[src/rtl/uart_tx_fifo.sv]
// uart_tx_fifo: parametrised UART transmitter fed by a small input FIFO.
// Data width, parity and stop bits are configurable; producer uses valid/ready.
module uart_tx_fifo #(
  parameter int DATA_W       = 8,
  parameter int PARITY       = 0,
  parameter int STOP_BITS    = 1,
  parameter int CLKS_PER_BIT = 10000,
  parameter int FIFO_DEPTH   = 4
) (
  input  logic                          clk_i,
  input  logic                          nreset_i,
  input  logic [DATA_W-1:0]             tx_data_i,
  input  logic                          tx_valid_i,
  output logic                          tx_ready_o,
  output logic                          tx_o,
  output logic                          busy_o,
  output logic [$clog2(FIFO_DEPTH):0]   fifo_level_o
);

  localparam int AW = $clog2(FIFO_DEPTH);
  localparam int LW = AW + 1;
  localparam int BW = $clog2(CLKS_PER_BIT);
  localparam int CW = 4;

  typedef enum logic [2:0] {
    S_IDLE,
    S_START,
    S_DATA,
    S_PAR,
    S_STOP
  } state_t;

  logic [DATA_W-1:0] mem [FIFO_DEPTH];
  logic [AW-1:0]     wr_ptr;
  logic [AW-1:0]     rd_ptr;
  logic [LW-1:0]     level;
  logic              push;
  logic              pop;
  logic              empty;

  state_t            state;
  state_t            state_n;
  logic [BW-1:0]     baud;
  logic [CW-1:0]     bit_cnt;
  logic [DATA_W-1:0] shreg;
  logic              par_bit;
  logic              tx_n;
  logic              bit_done;
  logic              last_data;
  logic              last_stop;

  assign empty        = level == '0;
  assign tx_ready_o   = level != LW'(FIFO_DEPTH);
  assign push         = tx_valid_i && tx_ready_o;
  assign fifo_level_o = level;
  assign busy_o       = (state != S_IDLE) || !empty;

  assign bit_done  = baud == BW'(CLKS_PER_BIT - 1);
  assign last_data = bit_done && (bit_cnt == CW'(DATA_W - 1));
  assign last_stop = bit_done && (bit_cnt == CW'(STOP_BITS - 1));

  // Storage needs no reset; occupancy alone defines validity.
  always_ff @(posedge clk_i) begin
    if (push) mem[wr_ptr] <= tx_data_i;
  end

  always_ff @(posedge clk_i or negedge nreset_i) begin
    if (!nreset_i) begin
      wr_ptr <= '0;
      rd_ptr <= '0;
      level  <= '0;
    end else begin
      if (push) wr_ptr <= wr_ptr + 1'b1;
      if (pop)  rd_ptr <= rd_ptr + 1'b1;
      unique case ({push, pop})
        2'b10:   level <= level + 1'b1;
        2'b01:   level <= level - 1'b1;
        default: level <= level;
      endcase
    end
  end

  always_ff @(posedge clk_i or negedge nreset_i) begin
    if (!nreset_i) begin
      state   <= S_IDLE;
      baud    <= '0;
      bit_cnt <= '0;
      shreg   <= '0;
      par_bit <= 1'b0;
      tx_o    <= 1'b1;
    end else begin
      state   <= state_n;
      tx_o    <= tx_n;
      baud    <= (state == S_IDLE || bit_done) ? '0 : baud + 1'b1;
      bit_cnt <= (state_n != state) ? '0 : bit_cnt + CW'(bit_done);
      if (pop) begin
        shreg   <= mem[rd_ptr];
        par_bit <= (^mem[rd_ptr]) ^ (PARITY == 2);
      end else if (state == S_DATA && bit_done) begin
        shreg <= shreg >> 1;
      end
    end
  end

  always_comb begin
    state_n = state;
    unique case (state)
      S_IDLE:  if (!empty)   state_n = S_START;
      S_START: if (bit_done) state_n = S_DATA;
      S_DATA:  if (last_data)
                 state_n = (PARITY != 0) ? S_PAR : S_STOP;
      S_PAR:   if (bit_done) state_n = S_STOP;
      S_STOP:  if (last_stop)
                 state_n = empty ? S_IDLE : S_START;
      default: state_n = S_IDLE;
    endcase
  end

  // tx_n is the level for the coming cycle, so tx_o is a clean flop.
  always_comb begin
    tx_n = 1'b1;
    pop  = !empty &&
           (state == S_IDLE || (state == S_STOP && last_stop));
    unique case (state_n)
      S_START: tx_n = 1'b0;
      S_DATA:  tx_n = (state == S_DATA && bit_done) ?
                      shreg[1] : shreg[0];
      S_PAR:   tx_n = par_bit;
      default: tx_n = 1'b1;
    endcase
  end

endmodule

[config.mk]
export PLATFORM = sky130hd
export DESIGN_NAME = uart_tx_fifo
export DESIGN_NICKNAME = d
export VERILOG_FILES = /design/src/rtl/uart_tx_fifo.sv
export SDC_FILE = /design/constraint.sdc
export NUM_CORES = 1
export LEC_CHECK = 0
export CAP_MARGIN = 25
export CORE_MARGIN = 2
export CORE_UTILIZATION = 42
export DETAILED_ROUTE_END_ITERATION = 8
export SYNTH_ARGS = -nofsm -noshare
export SYNTH_HDL_FRONTEND = slang
export SYNTH_SLANG_ARGS = --single-unit
[constraint.sdc]
create_clock -name clk_i -period 6.1 [get_ports clk_i]
set_input_delay 1.22 -clock clk_i [delete_from_list [all_inputs] [get_ports clk_i]]
set_output_delay 1.22 -clock clk_i [all_outputs]
set_load 0.01 [all_outputs]
==> results of run 1 <==
[worst min-delay path by stage]
stage / end / slack (ns) / cells after the start
floorplan: baud[0]$_DFF_PN0_ / 0.45 / 1
global placement: baud[0]$_DFF_PN0_ / 0.46 / 1
detailed placement: par_bit$_DFFE_PN0N_ / 0.47 / 2
CTS: baud[0]$_DFF_PN0_ / 0.48 / 1
global route: baud[0]$_DFF_PN0_ / 0.54 / 1
finish: baud[0]$_DFF_PN0_ / 0.48 / 1
[layout by cell type, fill, tap and decap left out, types with 3 or more instances in the layout]
master	netlist	routed
sky130_fd_sc_hd__and3_1	7	7
sky130_fd_sc_hd__xor2_1	9	9
sky130_fd_sc_hd__clkdlybuf4s50_1	0	15
sky130_fd_sc_hd__nor4_1	3	3
sky130_fd_sc_hd__mux2i_1	7	7
sky130_fd_sc_hd__nor3_1	3	3
sky130_fd_sc_hd__mux4_2	8	8
sky130_fd_sc_hd__inv_1	11	11
sky130_fd_sc_hd__dfrtp_1	37	37
sky130_fd_sc_hd__nor2_1	21	21
sky130_fd_sc_hd__o21ai_0	9	9
sky130_fd_sc_hd__a21oi_1	6	6
sky130_fd_sc_hd__clkinv_2	0	3
sky130_fd_sc_hd__or3_1	5	5
sky130_fd_sc_hd__edfxtp_1	32	32
sky130_fd_sc_hd__xnor2_1	17	17
sky130_fd_sc_hd__ha_1	8	8
sky130_fd_sc_hd__nand3_1	10	10
sky130_fd_sc_hd__nand2_1	17	17
sky130_fd_sc_hd__clkbuf_8	0	9
sky130_fd_sc_hd__and2_1	3	3
[kinds of logic after synthesis]
| family | count (synthesis) | synth area share |
|---|---|---|
| multiplexers | 15 | 0.08071 |
| AND/OR/NAND/NOR | 76 | 0.1223 |
| flip-flops | 70 | 0.6170 |
| adder cells (fa/ha/maj) | 9 | 0.03874 |
| XOR/XNOR | 26 | 0.07345 |
| buffers and inverters | 17 | 0.02340 |
| AO/OA/AOI/OAI | 23 | 0.04440 |
[power groups by stage]
stage               clock, W  combinational [W]  sequential [W]
floorplan                  0           0.000116        0.000591
finish              0.000358           0.000184        0.000582
CTS                 0.000369           0.000190        0.000582
global route        0.000391           0.000211        0.000587
global placement           0           0.000185        0.000591
detailed placement         0           0.000189        0.000591
[critical path, cell delays in order, from the launching register on]
cell and delay, ns:
sky130_fd_sc_hd__dfrtp_1 0.43, sky130_fd_sc_hd__or4b_4 0.57, sky130_fd_sc_hd__nor4_1 0.51, sky130_fd_sc_hd__nand2_1 0.21, sky130_fd_sc_hd__a21o_1 0.30, sky130_fd_sc_hd__inv_1 0.36, sky130_fd_sc_hd__ha_1 0.27, sky130_fd_sc_hd__inv_1 0.06
sky130_fd_sc_hd__fa_1 0.37, sky130_fd_sc_hd__xor2_1 0.15, sky130_fd_sc_hd__nor2_1 0.11, sky130_fd_sc_hd__xor2_1 0.15
[state kept, by name (all words and copies together) (netlist names)]
| register | cells |
|---|---|
| mem | 32 |
| baud | 14 |
| shreg | 8 |
| bit_cnt | 4 |
| fifo_level_o | 3 |
| state | 3 |
| rd_ptr | 2 |
| wr_ptr | 2 |
| par_bit | 1 |
| tx_o | 1 |
[metal layers]
layer  part of all wire  track usage  routed length, um
met2               0.47       0.2071               2337
met3              0.038      0.04191                192
met5                  0            0                  0
met1               0.48       0.1832               2402
met4              0.016      0.06538                 79
[layout make-up]
| type | count | area share |
|---|---|---|
| clock buffer | 9 | 0.03495 |
| clock inverter | 7 | 0.01836 |
| inverter | 11 | 0.01165 |
| multi-input combinational | 149 | 0.3145 |
| sequential | 70 | 0.5397 |
| tap | 99 | 0.03495 |
| timing repair buffer | 17 | 0.04589 |
[through the flow]
step	instance area, sq um	cells	total power (W)	hold slack, ns	setup WS, ns
2_1_floorplan	3100	236	0.0007064	0.4479	2.866
3_3_place_gp	3356	346	0.0007757	0.4630	2.738
3_5_place_dp	3356	346	0.0007807	0.4708	2.623
4_1_cts	3545	362	0.001142	0.4850	2.502
5_1_grt	3545	362	0.001189	0.5368	2.272
6_report	3545	362	0.001124	0.4820	2.552
==> impl_metrics.yaml, run 1 <==
setup_path:
  timing.critical_path.required_ns: 6.37
  startpoint_type: "register"
  critical_path.reg2reg.startpoint: "baud[5]$_DFF_PN0_"
  path_class: "register to register"
  critical_path_arrival_ns: 3.82
  r2r.worst_path.cells: 11
  critPathCapture: "fifo_level_o[2]$_DFFE_PN0P_"
  critical_path_endpoint_category: "register"
  r2r_end: "fifo_level_o[2]$_DFFE_PN0P_"
  worstPathMaxFanout: 16
  critical_path.startpoint: "baud[5]$_DFF_PN0_"
  setup.reg_to_reg.worst_slack_ns: 2.55
yosys:
  syn_area_sq_um: 3100
  syn_nets: 256
  ys_top_cells_by_count: "37 x sky130_fd_sc_hd__dfrtp_1, 32 x sky130_fd_sc_hd__edfxtp_1, 21 x sky130_fd_sc_hd__nor2_1, 17 x sky130_fd_sc_hd__nand2_1, 17 x sky130_fd_sc_hd__xnor2_1"
  synth_enable_flop_cells: 32
  synth.yosys.seq_area_share: 0.6170
  synth_area_leaders: "sky130_fd_sc_hd__edfxtp_1 31%, sky130_fd_sc_hd__dfrtp_1 30%, sky130_fd_sc_hd__mux4_2 5.8%, sky130_fd_sc_hd__xnor2_1 4.8%, sky130_fd_sc_hd__ha_1 3.2%"
  synth_top_area_share: 0.3099
  number_of_synthesized_register_bits: 70
  synth_warnings: 0
  postSynth.topFlopCell: "sky130_fd_sc_hd__dfrtp_1"
  async_reset_ff_frac: 0.5429
  synth_area_per_cell_sq_um: 13.14
  yosysTopAreaCell: "sky130_fd_sc_hd__edfxtp_1"
  post-synth-top-count-cell: "sky130_fd_sc_hd__dfrtp_1"
  netlist_instances: 236
  netlist-cell-type-count: 37
die:
  rows: 31
  initial_utilization: 0.4298
  design.portCount: 17
  core_region_area_sq_um: 7214
  die_h_um: 89.92
  design.die.area_sq_um: 8086
  die_width_um: 89.92
power:
  power_density_cells_nw_per_um2: 317.1
  clock_network_fraction_of_total_power: 0.319
  sequentialPowerShare: 0.517
  p_comb_frac: 0.164
  p_sw_frac: 0.2604
  irDropWorstVdd_uv: 158.3
  internal_power_w: 0.0008313
  power.switching_w: 0.0002927
  power.leakage_nw: 1.450
route:
  drt-initial-drc-count: 89
  avgRoutedWirePerCell_um: 13.84
  detailedRoute.firstPassIterationCount: 4
  via_count: 1771
  antenna_violating_nets_post_route: 0
  post-route-drc-count: 0
  viasPerCell: 4.892
  route.final.wire_length_um: 5011
final_layout:
  final-seq-area_sq_um: 1913
  drive_above_1_share: 0.1103
  nets: 278
  utilization: 0.4913
  antenna_cells: 0
  multi_input_area_sq_um: 1115
  synthToLayoutAreaGrowth_pct: 14.33
  fillCellCount: 656
place:
  gp_congestion: 0.7347
  detailedPlacementHpwl_um: 3403
  port_buffers: 16
cts:
  worstSkewPairLatency_ns: 0.34
  tritoncts: "done"
  numClockSinks: 70
  clockBufferDepth: 2
  cts_made_buffers: 9
  cts-htree-levels: 3
  cts_hold_buf: 0
  post_cts.repair.setup_buffers: 0
  clk_root_buffer_cell: "sky130_fd_sc_hd__clkbuf_8"
  cts.repair.resized: 0
  clk_pin_slew_worst_paths_ns: 0.08
hold_path:
  hold_class: "register to register"
  worstHoldStart: "baud[0]$_DFF_PN0_"
sta:
  post-route-min-period_ns: 3.548
  timing.fmax_ghz: 0.2818
  hold_viol: 0
  timing_worst_slew_pin_value_ns: 0.8288
  setup_skew_ns: 0.008681
  number_of_setup_violations_in_the_final_report: 0
  unrepaired_setup_endpoints_after_global_routing: "no"
  report.final.slew_viol_count: 0
  part_of_the_cycle_the_worst_path_needs: 0.5817
  max_slew_margin: 0.4475
  final_tns_setup_ns: 0
global_routing:
  global_route.usage.total: 0.1374
  grt_first_pass_wirelength_um: 8542
  vias_in_the_first_global_route: 1735
  initial_antenna_violation_count: 0
  grt_start_max_net_pins: 39
  globalRouteOverflowTotal: 0
flow_run:
  max_cap_violations: 0
status:
  run_status: "completed"
(Power assumes the default switching activity.)
==> inputs of run 2 (changes only) <==
==> constraint.sdc (replaced) <==
create_clock -name clk_i -period 3.2 [get_ports clk_i]
set_input_delay 0.64 -clock clk_i [delete_from_list [all_inputs] [get_ports clk_i]]
set_output_delay 0.64 -clock clk_i [all_outputs]
set_load 0.01 [all_outputs]
==> run 2 against run 1 <==
  * Sequential share of layout area fell by 0.42 points
  * Combinational power grew 87%
  * First-iteration DRC count fell by 26%
  * Clock power up 95%
  * Core utilization is 0.38 points higher
  * Non-clock buffer count increased by 2
  * Global-route usage rose by 0.084 points
  * Cell area grew 0.78%
  * Die area stayed put
  * Clock skew increased by 0.0042 ns
  * Hold slack worse by 0.099 ns
  * Via count rose by 0.62%
==> impl_metrics.yaml, run 2 (synthesized netlist as in run 1, its figures left out) <==
global_routing:
  grt_first_pass_wirelength_um: 8590
  initial_antenna_violation_count: 0
  vias_in_the_first_global_route: 1738
  globalRouteOverflowTotal: 0
  global_route.usage.total: 0.1382
  grt_start_max_net_pins: 39
cts:
  cts_hold_buf: 0
  cts.repair.resized: 0
  cts_made_buffers: 9
  clk_pin_slew_worst_paths_ns: 0.09
  clk_root_buffer_cell: "sky130_fd_sc_hd__clkbuf_8"
  tritoncts: "done"
  worstSkewPairLatency_ns: 0.36
  numClockSinks: 70
  post_cts.repair.setup_buffers: 0
  cts-htree-levels: 3
  clockBufferDepth: 2
final_layout:
  utilization: 0.4951
  reg.largest.list: "mem: 32 flops, baud: 14 flops, shreg: 8 flops"
  antenna_cells: 0
  layout_commonest_cell: "sky130_fd_sc_hd__dfrtp_1"
  drive_above_1_share: 0.1245
  regMostFlops: "mem"
  final_design_area_no_fill_sq_um: 3572
  most-common-layout-cells: "37 x sky130_fd_sc_hd__dfrtp_1, 32 x sky130_fd_sc_hd__edfxtp_1, 21 x sky130_fd_sc_hd__nor2_1, 17 x sky130_fd_sc_hd__nand2_1, 17 x sky130_fd_sc_hd__xnor2_1"
  nets: 280
  synthToLayoutAreaGrowth_pct: 15.21
  largest_register_ffs: 32
sta:
  hold_viol: 0
  report.final.slew_viol_count: 0
  finalWorstSetupSlack_ns: 0.3129
  final_tns_setup_ns: 0
  part_of_the_cycle_the_worst_path_needs: 0.9022
  finalHoldWorstSlack_ns: 0.3827
  number_of_setup_violations_in_the_final_report: 0
  max_slew_margin: 0.3338
  post-route-min-period_ns: 2.887
  timing_worst_slew_pin_value_ns: 0.9909
  unrepaired_setup_endpoints_after_global_routing: "no"
  setup_skew_ns: 0.01290
  timing.fmax_ghz: 0.3464
power:
  sequentialPowerShare: 0.514
  internal_power_w: 0.001537
  power.leakage_nw: 1.465
  p_sw_frac: 0.2852
  clock_network_fraction_of_total_power: 0.325
  power.switching_w: 0.0006133
  p_comb_frac: 0.160
  power_density_cells_nw_per_um2: 602.0
  irDropWorstVdd_uv: 326.1
setup_path:
  r2r.worst_path.cells: 11
  worst_path_max_delay_cell: "sky130_fd_sc_hd__or4b_4"
  cp_cell_sequence: "or4b_4 > nor4_2 > nand2_1 > a21o_1 > inv_1 > ha_1 > inv_1 > fa_1 > xor2_1 > nor2_1 > xor2_1"
  timing.critical_path.required_ns: 3.49
  critical_path.reg2reg.startpoint: "baud[5]$_DFF_PN0_"
  startpoint_type: "register"
  critical_path_arrival_ns: 3.17
  critical_path_endpoint_category: "register"
  critical_path.startpoint: "baud[5]$_DFF_PN0_"
  cp_slowest_stage_delay_ns: 0.58
  worstPathMaxFanout: 5
  path_class: "register to register"
place:
  postPlaceCellArea_sq_um: 3377
  port_buffers: 16
  detailedPlacementHpwl_um: 3416
  placement.setup.worst_slack_ns: 0.3282
  gp_congestion: 0.7442
route:
  viasPerCell: 4.896
  via_count: 1782
  detailedRoute.firstPassIterationCount: 5
  route.final.wire_length_um: 4930
  avgRoutedWirePerCell_um: 13.54
  antenna_violating_nets_post_route: 0
  drt-initial-drc-count: 66
  post-route-drc-count: 0
hold_path:
  hold_class: "primary input to async pin"
die:
  die_h_um: 89.92
  rows: 31
  die_width_um: 89.92
  design.portCount: 17
  core_region_area_sq_um: 7214
  design.die.area_sq_um: 8086
  initial_utilization: 0.4298
flow_run:
  max_cap_violations: 0
status:
  run_status: "completed"
-- run 2: area by class of cell --
class                   count  area (sq um)
clock inverters             7         71.32
clock buffers               9         123.9
flip-flops and latches     70          1913
multi-input cells         149          1121
well taps                  99         123.9
inverters                  11         41.29
repair buffers             19         177.7
fillers                   683          3642
-- run 2: worst max-delay path, delay by kind of cell (launching register included) --
kind / cells / cell delay [ns]
AND/OR/NAND/NOR: 4 / 1.20
adder cells (fa/ha/maj): 2 / 0.55
flip-flops: 1 / 0.44
XOR/XNOR: 2 / 0.29
AO/OA/AOI/OAI: 1 / 0.22
buffers and inverters: 2 / 0.14
-- run 2: routing by layer --
metal / part of all wire / global-route usage / wire (um) / up-vias
li1: - / - / - / 890
met4: 0.019 / 0.06923 / 95 / 0
met1: 0.49 / 0.1788 / 2392 / 858
met5: 0 / 0 / 0 / -
met2: 0.46 / 0.2102 / 2276 / 25
met3: 0.033 / 0.04526 / 165 / 9
-- run 2: power by group through the flow --
stage          registers, W  clock network [W]  logic [W]
2_1_floorplan       0.00113                  0   0.000221
4_1_cts             0.00111           0.000727   0.000356
3_3_place_gp        0.00112                  0   0.000354
3_5_place_dp        0.00113                  0   0.000355
5_1_grt             0.00112           0.000766   0.000393
6_report            0.00111           0.000699   0.000345
-- run 2: worst paths after layout --
check,slack (ns),to
max in group asynchronous,2.28,baud[3]$_DFF_PN0_
worst min register to register,0.49,baud[0]$_DFF_PN0_
worst max-delay path,0.31,fifo_level_o[2]$_DFFE_PN0P_
worst max register to register,0.31,fifo_level_o[2]$_DFFE_PN0P_
min in group clk_i,0.49,baud[0]$_DFF_PN0_
worst min-delay path,0.38,baud[7]$_DFF_PN0_
-- run 2: metrics by stage --
step / power [W] / instances
after detailed placement: 0.001483 / 348
final: 0.002150 / 364
after floorplan: 0.001346 / 236
after global placement: 0.001479 / 348
after global routing: 0.002279 / 364
after CTS: 0.002191 / 364
